## src/rtl/ex_alu.sv

```systemverilog
// Execute-stage ALU: single-cycle logic/arith/compare/branch ops and an
// iterative 1-bit-per-cycle shifter, behind a registered valid/ready output.
module ex_alu #(
  parameter int XLEN = 32
) (
  input  logic            clk,
  input  logic            rst_n,
  input  logic            in_valid,
  output logic            in_ready,
  input  logic [4:0]      alu_op,
  input  logic [XLEN-1:0] src1,
  input  logic [XLEN-1:0] src2,
  input  logic            flush,
  output logic            out_valid,
  input  logic            out_ready,
  output logic [XLEN-1:0] result,
  output logic            branch_taken,
  output logic            dbg_state
);

  localparam logic [4:0] OP_ADD  = 5'd1,  OP_SUB  = 5'd2,  OP_SLL  = 5'd3,
                         OP_SLT  = 5'd4,  OP_SLTU = 5'd5,  OP_XOR  = 5'd6,
                         OP_SRL  = 5'd7,  OP_SRA  = 5'd8,  OP_OR   = 5'd9,
                         OP_AND  = 5'd10, OP_BEQ  = 5'd11, OP_BNE  = 5'd12,
                         OP_BLT  = 5'd13, OP_BGE  = 5'd14, OP_BLTU = 5'd15,
                         OP_BGEU = 5'd16;

  typedef enum logic {S_IDLE, S_SHIFT} state_e;

  // Handshake: an op transfers on a rising edge where in_valid && in_ready;
  // a result transfers on a rising edge where out_valid && out_ready.
  state_e            state_q;
  logic [4:0]        cnt_q;
  logic [4:0]        op_q;
  logic [XLEN-1:0]   work_q;
  logic              out_valid_q;
  logic [XLEN-1:0]   result_q;
  logic              taken_q;

  logic [4:0]        shamt;
  logic              is_shift;
  logic              start_shift;
  logic              accept;
  logic [XLEN-1:0]   res_d;
  logic              taken_d;
  logic [XLEN-1:0]   work_d;

  assign shamt       = src2[4:0];
  assign is_shift    = (alu_op == OP_SLL) || (alu_op == OP_SRL) || (alu_op == OP_SRA);
  assign start_shift = is_shift && (shamt != 5'd0);
  assign in_ready    = rst_n && !flush && (state_q == S_IDLE) && (!out_valid_q || out_ready);
  assign accept      = in_valid && in_ready;

  assign out_valid    = out_valid_q;
  assign result       = result_q;
  assign branch_taken = taken_q;
  assign dbg_state    = (state_q == S_SHIFT);

  always_comb begin
    res_d   = '0;
    taken_d = 1'b0;
    case (alu_op)
      OP_ADD:  res_d = src1 + src2;
      OP_SUB:  res_d = src1 - src2;
      OP_SLL, OP_SRL, OP_SRA: res_d = src1;  // only reached with shamt == 0
      OP_SLT:  res_d = {{(XLEN-1){1'b0}}, $signed(src1) < $signed(src2)};
      OP_SLTU: res_d = {{(XLEN-1){1'b0}}, src1 < src2};
      OP_XOR:  res_d = src1 ^ src2;
      OP_OR:   res_d = src1 | src2;
      OP_AND:  res_d = src1 & src2;
      OP_BEQ:  taken_d = (src1 == src2);
      OP_BNE:  taken_d = (src1 != src2);
      OP_BLT:  taken_d = ($signed(src1) < $signed(src2));
      OP_BGE:  taken_d = ($signed(src1) >= $signed(src2));
      OP_BLTU: taken_d = (src1 < src2);
      OP_BGEU: taken_d = (src1 >= src2);
      default: ;
    endcase
    if (alu_op >= OP_BEQ && alu_op <= OP_BGEU) begin
      res_d = {{(XLEN-1){1'b0}}, taken_d};
    end
  end

  always_comb begin
    work_d = work_q;
    case (op_q)
      OP_SLL:  work_d = {work_q[XLEN-2:0], 1'b0};
      OP_SRL:  work_d = {1'b0, work_q[XLEN-1:1]};
      OP_SRA:  work_d = {work_q[XLEN-1], work_q[XLEN-1:1]};
      default: ;
    endcase
  end

  always_ff @(posedge clk or negedge rst_n) begin
    if (!rst_n) begin
      state_q     <= S_IDLE;
      cnt_q       <= 5'd0;
      op_q        <= 5'd0;
      work_q      <= '0;
      out_valid_q <= 1'b0;
      result_q    <= '0;
      taken_q     <= 1'b0;
    end else if (flush) begin
      // Kill wins over everything; the last result stays visible but invalid.
      state_q     <= S_IDLE;
      cnt_q       <= 5'd0;
      out_valid_q <= 1'b0;
    end else begin
      case (state_q)
        S_IDLE: begin
          if (accept) begin
            if (start_shift) begin
              state_q     <= S_SHIFT;
              work_q      <= src1;
              cnt_q       <= shamt;
              op_q        <= alu_op;
              out_valid_q <= 1'b0;
            end else begin
              result_q    <= res_d;
              taken_q     <= taken_d;
              out_valid_q <= 1'b1;
            end
          end else if (out_ready) begin
            out_valid_q <= 1'b0;
          end
        end
        S_SHIFT: begin
          work_q <= work_d;
          cnt_q  <= cnt_q - 5'd1;
          // Last step: publish the shifted value directly on this edge.
          if (cnt_q == 5'd1) begin
            result_q    <= work_d;
            taken_q     <= 1'b0;
            out_valid_q <= 1'b1;
            state_q     <= S_IDLE;
          end
        end
        default: state_q <= S_IDLE;
      endcase
    end
  end

endmodule

```

## config.mk

```make
export PLATFORM = sky130hd
export DESIGN_NAME = ex_alu
export DESIGN_NICKNAME = d
export VERILOG_FILES = /design/src/rtl/ex_alu.sv
export SDC_FILE = /design/constraint.sdc
export NUM_CORES = 1
export LEC_CHECK = 0
export CORE_MARGIN = 4
export CORE_UTILIZATION = 55
export CTS_CLUSTER_DIAMETER = 30
export DETAILED_ROUTE_END_ITERATION = 10
export PLACE_DENSITY = 0.85
export SETUP_SLACK_MARGIN = 0.1
export SYNTH_ARGS = -nofsm -noshare
export SYNTH_HDL_FRONTEND = slang
export SYNTH_SLANG_ARGS = --single-unit
```

## constraint.sdc

```tcl
create_clock -name clk -period 2.8 [get_ports clk]
set_input_delay 0.7 -clock clk [delete_from_list [all_inputs] [get_ports clk]]
set_output_delay 0.7 -clock clk [all_outputs]
set_load 0.05 [all_outputs]
```

==> summary.md, run 1 <==
| Metric | Value |
|---|---|
| Dpl ws | -1159 ps |
| First Err | [ERROR GRT-0116] Global routing finished with congestion. Check the congestion regions in the DRC Viewer. |
| Mapped Area | 9823 sq um |
| Root Driver | clkbuf_16 |
| Simple-Gate Fraction of Synth Area | 18.81% |
| Async set-or-reset flop fraction in the synthesized netlist | 100.0% |
| Combinational family with the most area after synthesis | compound AO/OA/AOI/OAI gates |
| Initial core utilization | 56.40% |
| Number of global-route vias before repair | 17150 |
| Routability cong. | 1.116 |
| Post-synth EDFFs | 0 |
| Total I/O pin count | 110 |
| Num CTS Buffers | 9 |
| Synth Area in Compound Gates | 33.38% |
| Syn Nets | 1456 |
| Cells after DPL | 1880 |
| First-pass GRT wire length | 104800 microns |
| Die Span Y | 141.6 microns |
| Core Rows | 48 |
| Cells after Synth | 1275 |
| Die W | 141.6 microns |
| GR Util All Layers | 68.49% |
| Yosys reg bits | 77 |
| Syn avg cell area | 7.704 sq um |
| DP HPWL | 32630 microns |
| Post-synthesis xor/xnor area fraction | 1.516% |
| GR Overflow Total | 4 |
| Hold_buf cts | 0 |
| Deepest clock path buffer count | 2 |
| Status | did not finish |
| Netlist cell types | 93 |
| PortBufs | 109 |
| Clock Sinks | 77 |
| Synth Area in Adders | 13.78% |
| Stop stage | global routing (5_1_grt) |
| H-tree Lvls | 3 |
| Synth Warn # | 0 |
| DP Area | 13780 sq um |
| Ys flop type | dfrtp_1 |
| Largest net degree at the start of global routing | 77 |
| Sequential area share after synthesis | 19.62% |
| Multiplexer share of the synthesized area | 3.184% |
-- routing by layer --
metal  GRT overflow  GRT usage [%]
met5              0          24.56
met4              2          65.61
met3              0          55.75
met2              2          83.50
met1              0          68.67
-- synthesized netlist by cell type, drive strengths merged (4+ instances only) --
master   count  area share (%)
a2111oi      7            0.96
a211oi      12            0.92
a21o        17             1.3
a21oi      146             7.6
a221o       13             1.3
a221oi      22             2.3
a222oi      29             3.0
a22oi       14             1.1
a311oi       4            0.48
a31oi       12            0.76
and2         7            0.45
buf         34             2.2
clkbuf      59             3.5
dfrtp       77              20
ha         105              13
inv        105             4.0
mux2        10             1.1
mux2i       20             2.0
nand2      111             4.2
nand2b      23             1.5
nand3       21             1.2
nand4       16             1.0
nor2       103             4.0
nor2b       13            0.83
nor3        23             1.2
nor3b        6            0.51
nor4        18             1.6
nor4b        5            0.73
o211a        5            0.51
o211ai      16             1.2
o21a         5            0.38
o21ai      107             5.5
o21bai       8            0.61
o221ai       9            0.87
o22ai        7            0.45
o31ai       18             1.5
or3          4            0.25
xnor2       16             1.4
-- kinds of logic after synthesis --
kind of cell             Yosys count
AND/OR/NAND/NOR                  367
buffers and inverters            198
multiplexers                      30
adder cells (fa/ha/maj)          107
flip-flops                        77
AO/OA/AOI/OAI                    479
XOR/XNOR                          17
-- stage by stage --
stage / utilization, % / TNS, ps
after CTS: 88.61 / -2741
after detailed placement: 79.09 / -45560
after global placement: 79.09 / -37920
after floorplan: - / -1047
-- what timing repair did --
item	4_1_cts
buffers inserted	64
resized for setup	413
setup endpoints to repair	73
pin swaps	132
==> inputs of run 2 (changes only) <==
CORE_UTILIZATION = 40   (was 55)
CTS_CLUSTER_DIAMETER = not set   (was 30)
PLACE_DENSITY = not set   (was 0.85)
PLACE_DENSITY_LB_ADDON = 0.15   (was not set)
SETUP_SLACK_MARGIN = not set   (was 0.1)
==> summary.md, run 2 <==
| Metric | Value |
|---|---|
| Status | complete, but fails checks |
| Failing checks | negative setup slack |
| Slew headroom | 49.72% |
| Hold_buf cts | 0 |
| DR DRC count | 0 |
| Power Density | 387.8 nW/um^2 |
| Setup Skew | 12.48 ps |
| Sequential area share after synthesis | 19.62% |
| Worst Tran Pin Value | 754.2 ps |
| Synth Area in Adders | 13.78% |
| RSZ-0062 raised after global routing | yes |
| Cells after Synth | 1275 |
| CTS clk-pin slew, worst paths | 80 ps |
| Fillers | 2032 |
| Post-synth EDFFs | 0 |
| Die W | 164.7 microns |
| CP Capture Type | register |
| Yosys top cell by area | dfrtp_1 |
| Root Driver | clkbuf_16 |
| VDD IR-drop max | 0.0003149 V |
| Crit share post-route | 109.0% |
| Critical Path Fanout Max | 3 |
| CTS tree | yes |
| Die Area | 27130 sq um |
| Mapped Area | 9823 sq um |
| Multiplexer share of the synthesized area | 3.184% |
| Multi-input gate area | 8274 sq um |
| Worst Path Arrival | 3280 ps |
| Initial core utilization | 40.51% |
| Max Fclk | 327.7 MHz |
| Num CTS Buffers | 9 |
| Die Span Y | 164.7 microns |
| DR WL/cell | 20.49 microns |
| Worst r2r src | op_q[0]$_DFFE_PN0P_ |
| Dpl ws | -1077 ps |
| Lkg Pwr | 0.007209 uW |
| ANT nets after route | 0 |
| Initial antenna violation count | 0 |
| Netlist cell types | 93 |
| Top cells by count, synth | a21oi_1 (144), nand2_1 (111), ha_1 (105), o21ai_0 (102), inv_1 (101) |
| Count leader, synth | a21oi_1 |
| Post-layout min period | 3052 ps |
| PortBufs | 109 |
| Combinational family with the most area after synthesis | compound AO/OA/AOI/OAI gates |
| DR pass1 iterations | 9 |
| Async set-or-reset flop fraction in the synthesized netlist | 100.0% |
| Core area | 24250 sq um |
| Syn Nets | 1456 |
| Yosys reg bits | 77 |
| Avg Vias per Cell | 5.865 |
| Vias after detailed routing | 12030 |
| Number of global-route vias before repair | 11800 |
| WS Path Type | in2reg |
| Tot Pwr | 6138 uW |
| Final hold viol count | 0 |
| Routed WL | 42030 microns |
| Total I/O pin count | 110 |
| Hold WC Path Type | in2async |
| R2R depth | 7 |
| Routability cong. | 0.9630 |
| H-tree Lvls | 3 |
| Commonest non-fill, non-tap cell in the layout | buf_4 |
| Final Setup Violations | 19 |
| DP Area | 13810 sq um |
| Synth Warn # | 0 |
| Post-synth top area share | 19.62% |
| Clk_lat worst skew | 360 ps |
| Largest net degree at the start of global routing | 53 |
| Simple-Gate Fraction of Synth Area | 18.81% |
| Setup WS post-layout | -251.9 ps |
| Worst r2r dst | work_q[22]$_DFFE_PN0P_ |
| Largest cells by area after synthesis | dfrtp_1 (20%), ha_1 (13%), a21oi_1 (7.3%) |
| Final Hold Slack | 376.5 ps |
| Starting DRT DRC Count | 1229 |
| Post-Layout Inst Area | 15830 sq um |
| GR Util All Layers | 30.13% |
| Deepest clock path buffer count | 2 |
| DP HPWL | 31670 microns |
| CP Launch Type | primary input |
| Worst Path Required | 3030 ps |
| Synth Area in Compound Gates | 33.38% |
| First-pass GRT wire length | 64820 microns |
| Syn avg cell area | 7.704 sq um |
| Final net count | 1903 |
| Max-Cap Viols | 0 |
| Post-synthesis xor/xnor area fraction | 1.516% |
| Area growth, synth to finish | 61.10% |
| Final TNS setup | -1648 ps |
| Ys flop type | dfrtp_1 |
| Layout cells sized above 1 | 41.92% |
| Pins Over Slew Limit | 0 |
| Worst R2R Setup Slack | 260 ps |
| Antenna diode count | 0 |
| GR Overflow Total | 0 |
| FF+latch area | 1929 sq um |
| Most frequent cells in the layout | buf_4 (389), a21oi_1 (111), nand2_1 (105), nor2_1 (93), o21ai_0 (84) |
| Clock Sinks | 77 |
| Core Rows | 57 |
## run 2: cell counts after synthesis
No cell type changed its count.
## run 2: layer usage
layer  vias to the layer above  GRT usage [%]  wire length [microns]
met2                       535          49.72                  19730
li1                       5590              -                      -
met4                         0          8.582                    964
met1                      5829          41.66                  18300
met5                         -              0                      0
met3                        76          3.444                   3024
## run 2: power by group
| part | internal, uW | switching (uW) |
|---|---|---|
| combinational | 1440 | 1650 |
| clock | 879 | 580 |
| sequential | 1330 | 252 |
| total | 3650 | 2490 |
## run 2: stage by stage
step                      utilization (%)  instances
after floorplan                         -       1275
after global placement              56.97       1990
after detailed placement            56.97       1990
after CTS                           63.06       2038
after global routing                65.26       2051
final                               65.26       2051
## run 2: timing repair
| item | in CTS | in global routing |
|---|---|---|
| hold endpoints to repair | 0 | 0 |
| resized for setup | 265 | 129 |
| buffers inserted | 33 | 14 |
| setup endpoints to repair | 37 | 29 |
| gates cloned | 0 | 1 |
| pin swaps | 103 | 88 |
## run 2: how the worst max path moves through the flow
stage / startpoint / end / slack (ps)
after floorplan: src1[0] / result[0]$_DFFE_PN0P_ / -280
after global placement: src2[1] / result[11]$_DFFE_PN0P_ / -1040
after detailed placement: src1[0] / result[0]$_DFFE_PN0P_ / -1080
after CTS: src1[0] / result[20]$_DFFE_PN0P_ / -310
after global routing: src1[0] / result[0]$_DFFE_PN0P_ / -400
final: src1[26] / result[0]$_DFFE_PN0P_ / -250
## run 2: area by class of cell
cell class	instances	share of cell area, %
inverter	105	2.664
timing repair buffer	529	28.11
sequential	77	12.19
clock buffer	9	1.423
multi-input combinational	1000	52.28
clock inverter	7	0.7669
tap	324	2.562
## run 2: cell families (layout without fill, tap and decap cells)
group | count (synthesis) | in the layout
mux | 30 | 30
flops | 77 | 77
xor+xnor | 17 | 17
fa+ha+maj | 107 | 107
buf+inv | 198 | 650
simple gates | 367 | 367
compound gates | 479 | 479
## run 2: worst max-delay path, stage by stage
cell and delay, ps:
clkdlybuf4s50_1 490, inv_2 60, ha_4 230, or3_4 360
nor2_4 100, buf_6 110, nand4_1 170, nand4b_1 280
mux2i_1 210, o31ai_2 100, a31oi_1 200, o21a_1 190
o221ai_2 90
(Power assumes the default switching activity.)
==> inputs of run 3 (changes only) <==
SETUP_SLACK_MARGIN = 0.4   (was not set)
==> summary.md, run 3 (synthesis results as in run 2) <==
| Metric | Value |
|---|---|
| Status | complete, but fails checks |
| Number of global-route vias before repair | 11880 |
| Gate power share | 54.8% |
| Routability cong. | 0.9726 |
| CTS clk-pin slew, worst paths | 70 ps |
| Post-layout min period | 3148 ps |
| Clock Power Share | 19.5% |
| Die Area | 27130 sq um |
| CP Capture Type | register |
| DP HPWL | 34930 microns |
| Final hold viol count | 0 |
| Power Density | 370.1 nW/um^2 |
| Worst r2r src | op_q[2]$_DFFE_PN0P_ |
| Largest net degree at the start of global routing | 56 |
| Deepest clock path buffer count | 2 |
| Worst R2R Setup Slack | 290 ps |
| Commonest non-fill, non-tap cell in the layout | buf_4 |
| Slew headroom | 47.57% |
| Sequential Power Share | 25.7% |
| DR pass1 iterations | 6 |
| Worst r2r dst | result[29]$_DFFE_PN0P_ |
| Max-Cap Viols | 0 |
| Worst Path Required | 3010 ps |
| Post-Layout Inst Area | 16640 sq um |
| Pins Over Slew Limit | 0 |
| Setup Skew | 8.688 ps |
| Worst Tran Pin Value | 786.4 ps |
| Clock Sinks | 77 |
| Critical Path Fanout Max | 2 |
| Total I/O pin count | 110 |
| CP Launch Type | primary input |
| ANT nets after route | 0 |
| Clk_lat worst skew | 340 ps |
| DR WL/cell | 21.56 microns |
| Max Fclk | 317.7 MHz |
| Internal power | 3629 uW |
| Die W | 164.7 microns |
| H-tree Lvls | 3 |
| Final Setup Violations | 24 |
| Root Driver | clkbuf_16 |
| Fillers | 2096 |
| GR Util All Layers | 32.35% |
| Most frequent cells in the layout | buf_4 (426), a21oi_1 (106), nand2_1 (100), nor2_1 (88), dfrtp_1 (75) |
| P_sw | 2530 uW |
| Avg Vias per Cell | 5.806 |
| DR DRC count | 0 |
| Final Hold Slack | 348.7 ps |
| Layout cells sized above 1 | 46.41% |
| Core Rows | 57 |
| R2R depth | 9 |
| Initial antenna violation count | 2 |
| Hold WC Path Type | in2async |
| Routed WL | 45750 microns |
| Core area | 24250 sq um |
| GR Overflow Total | 0 |
| Worst Path Arrival | 3360 ps |
| Failing checks | negative setup slack |
| Crit share post-route | 112.4% |
| Lkg Pwr | 0.007570 uW |
| RSZ-0062 raised after global routing | yes |
| Num CTS Buffers | 9 |
| Final net count | 1973 |
| Setup WS post-layout | -347.7 ps |
| CTS tree | yes |
| Hold_buf cts | 0 |
| Net Sw Frac | 41.08% |
| Vias after detailed routing | 12320 |
| Area growth, synth to finish | 69.44% |
| Initial core utilization | 40.51% |
| WS Path Type | in2reg |
| Die Span Y | 164.7 microns |
| DP Area | 14250 sq um |
| VDD IR-drop max | 0.0002765 V |
| Starting DRT DRC Count | 1607 |
| PortBufs | 109 |
| First-pass GRT wire length | 68050 microns |
==> run 3: changes by cell type in the layout (fill, tap and decap cells not counted), sizes merged <==
cell           delta
clkbuf            +6
dlygate4sd2       +8
diode             +1
bufinv            -2
clkdlybuf4s50     -5
buf              +75
clkinvlp          +2
dlymetal6s2s     -10
clkdlybuf4s15     -3
inv               -1
==> run 3: final cells by class <==
class / count / area (sq um) / area share [%]
Inverter: 105 / 431.7 / 2.593
Timing Repair Buffer: 599 / 5054 / 30.36
Clock buffer: 10 / 229.0 / 1.376
Clock inverter: 6 / 63.81 / 0.3834
Sequential cell: 77 / 1929 / 11.59
Multi-Input combinational cell: 1000 / 8529 / 51.24
Antenna cell: 1 / 2.502 / 0.01503
Tap cell: 324 / 405.4 / 2.436
==> run 3: timing repair <==
action                                 CTS  global route
buffers inserted                        48            34
gates cloned                             0             4
pin swaps                              119            77
resized for setup                      347           132
endpoints found under the hold margin    0             0
setup endpoints to repair               79            60
==> run 3: worst max-delay path by stage <==
stage	startpoint	end	slack, ps	cells past startpoint
floorplan	src1[0]	result[0]$_DFFE_PN0P_	-280	13
global placement	src2[11]	result[30]$_DFFE_PN0P_	-1140	12
detailed placement	src2[11]	result[30]$_DFFE_PN0P_	-1140	12
CTS	src1[0]	result[0]$_DFFE_PN0P_	-290	16
global route	src1[0]	result[20]$_DFFE_PN0P_	-430	15
finish	src1[0]	result[20]$_DFFE_PN0P_	-350	15
==> run 3: metrics by stage <==
step	utilization, %	power [uW]	TNS (ps)	worst slack (ps)	instances
2_1_floorplan	-	3084	-1019	-277.3	1275
3_3_place_gp	58.76	4356	-37350	-1139	2019
3_5_place_dp	58.76	4385	-39730	-1136	2019
4_1_cts	65.45	5884	-3362	-285.5	2083
5_1_grt	68.64	6450	-5945	-426.3	2122
6_report	68.64	6160	-3459	-347.7	2122
==> run 3: per-layer routing <==
metal	routed length, microns	global-route usage [%]	vias up
met5	10	0	-
met4	1109	8.469	2
met1	20390	46.78	5957
li1	-	-	5734
met2	19920	48.08	548
met3	4313	7.936	80
==> run 3: power by group through the flow <==
stage | registers (uW) | logic (uW) | clock network (uW)
floorplan | 1730 | 1350 | 0
global placement | 1580 | 2780 | 0
detailed placement | 1580 | 2810 | 0
CTS | 1560 | 3110 | 1210
global route | 1600 | 3600 | 1250
finish | 1590 | 3370 | 1200
==> run 3: critical path, cell delays in order <==
cell	delay (ps)
buf_6	90
buf_8	120
buf_4	130
buf_6	110
ha_4	160
fa_2	350
a211oi_2	250
o211a_1	250
o211ai_1	100
o211ai_1	160
buf_4	170
o31a_1	210
xnor2_1	120
a221oi_2	280
o221ai_1	150
==> inputs of run 4 (changes only) <==
CAP_MARGIN = 20   (was not set)
GPL_ROUTABILITY_DRIVEN = 1   (was not set)
==> results of run 4 <==
The final DEF is identical to that of run 3; final timing and power are the same.
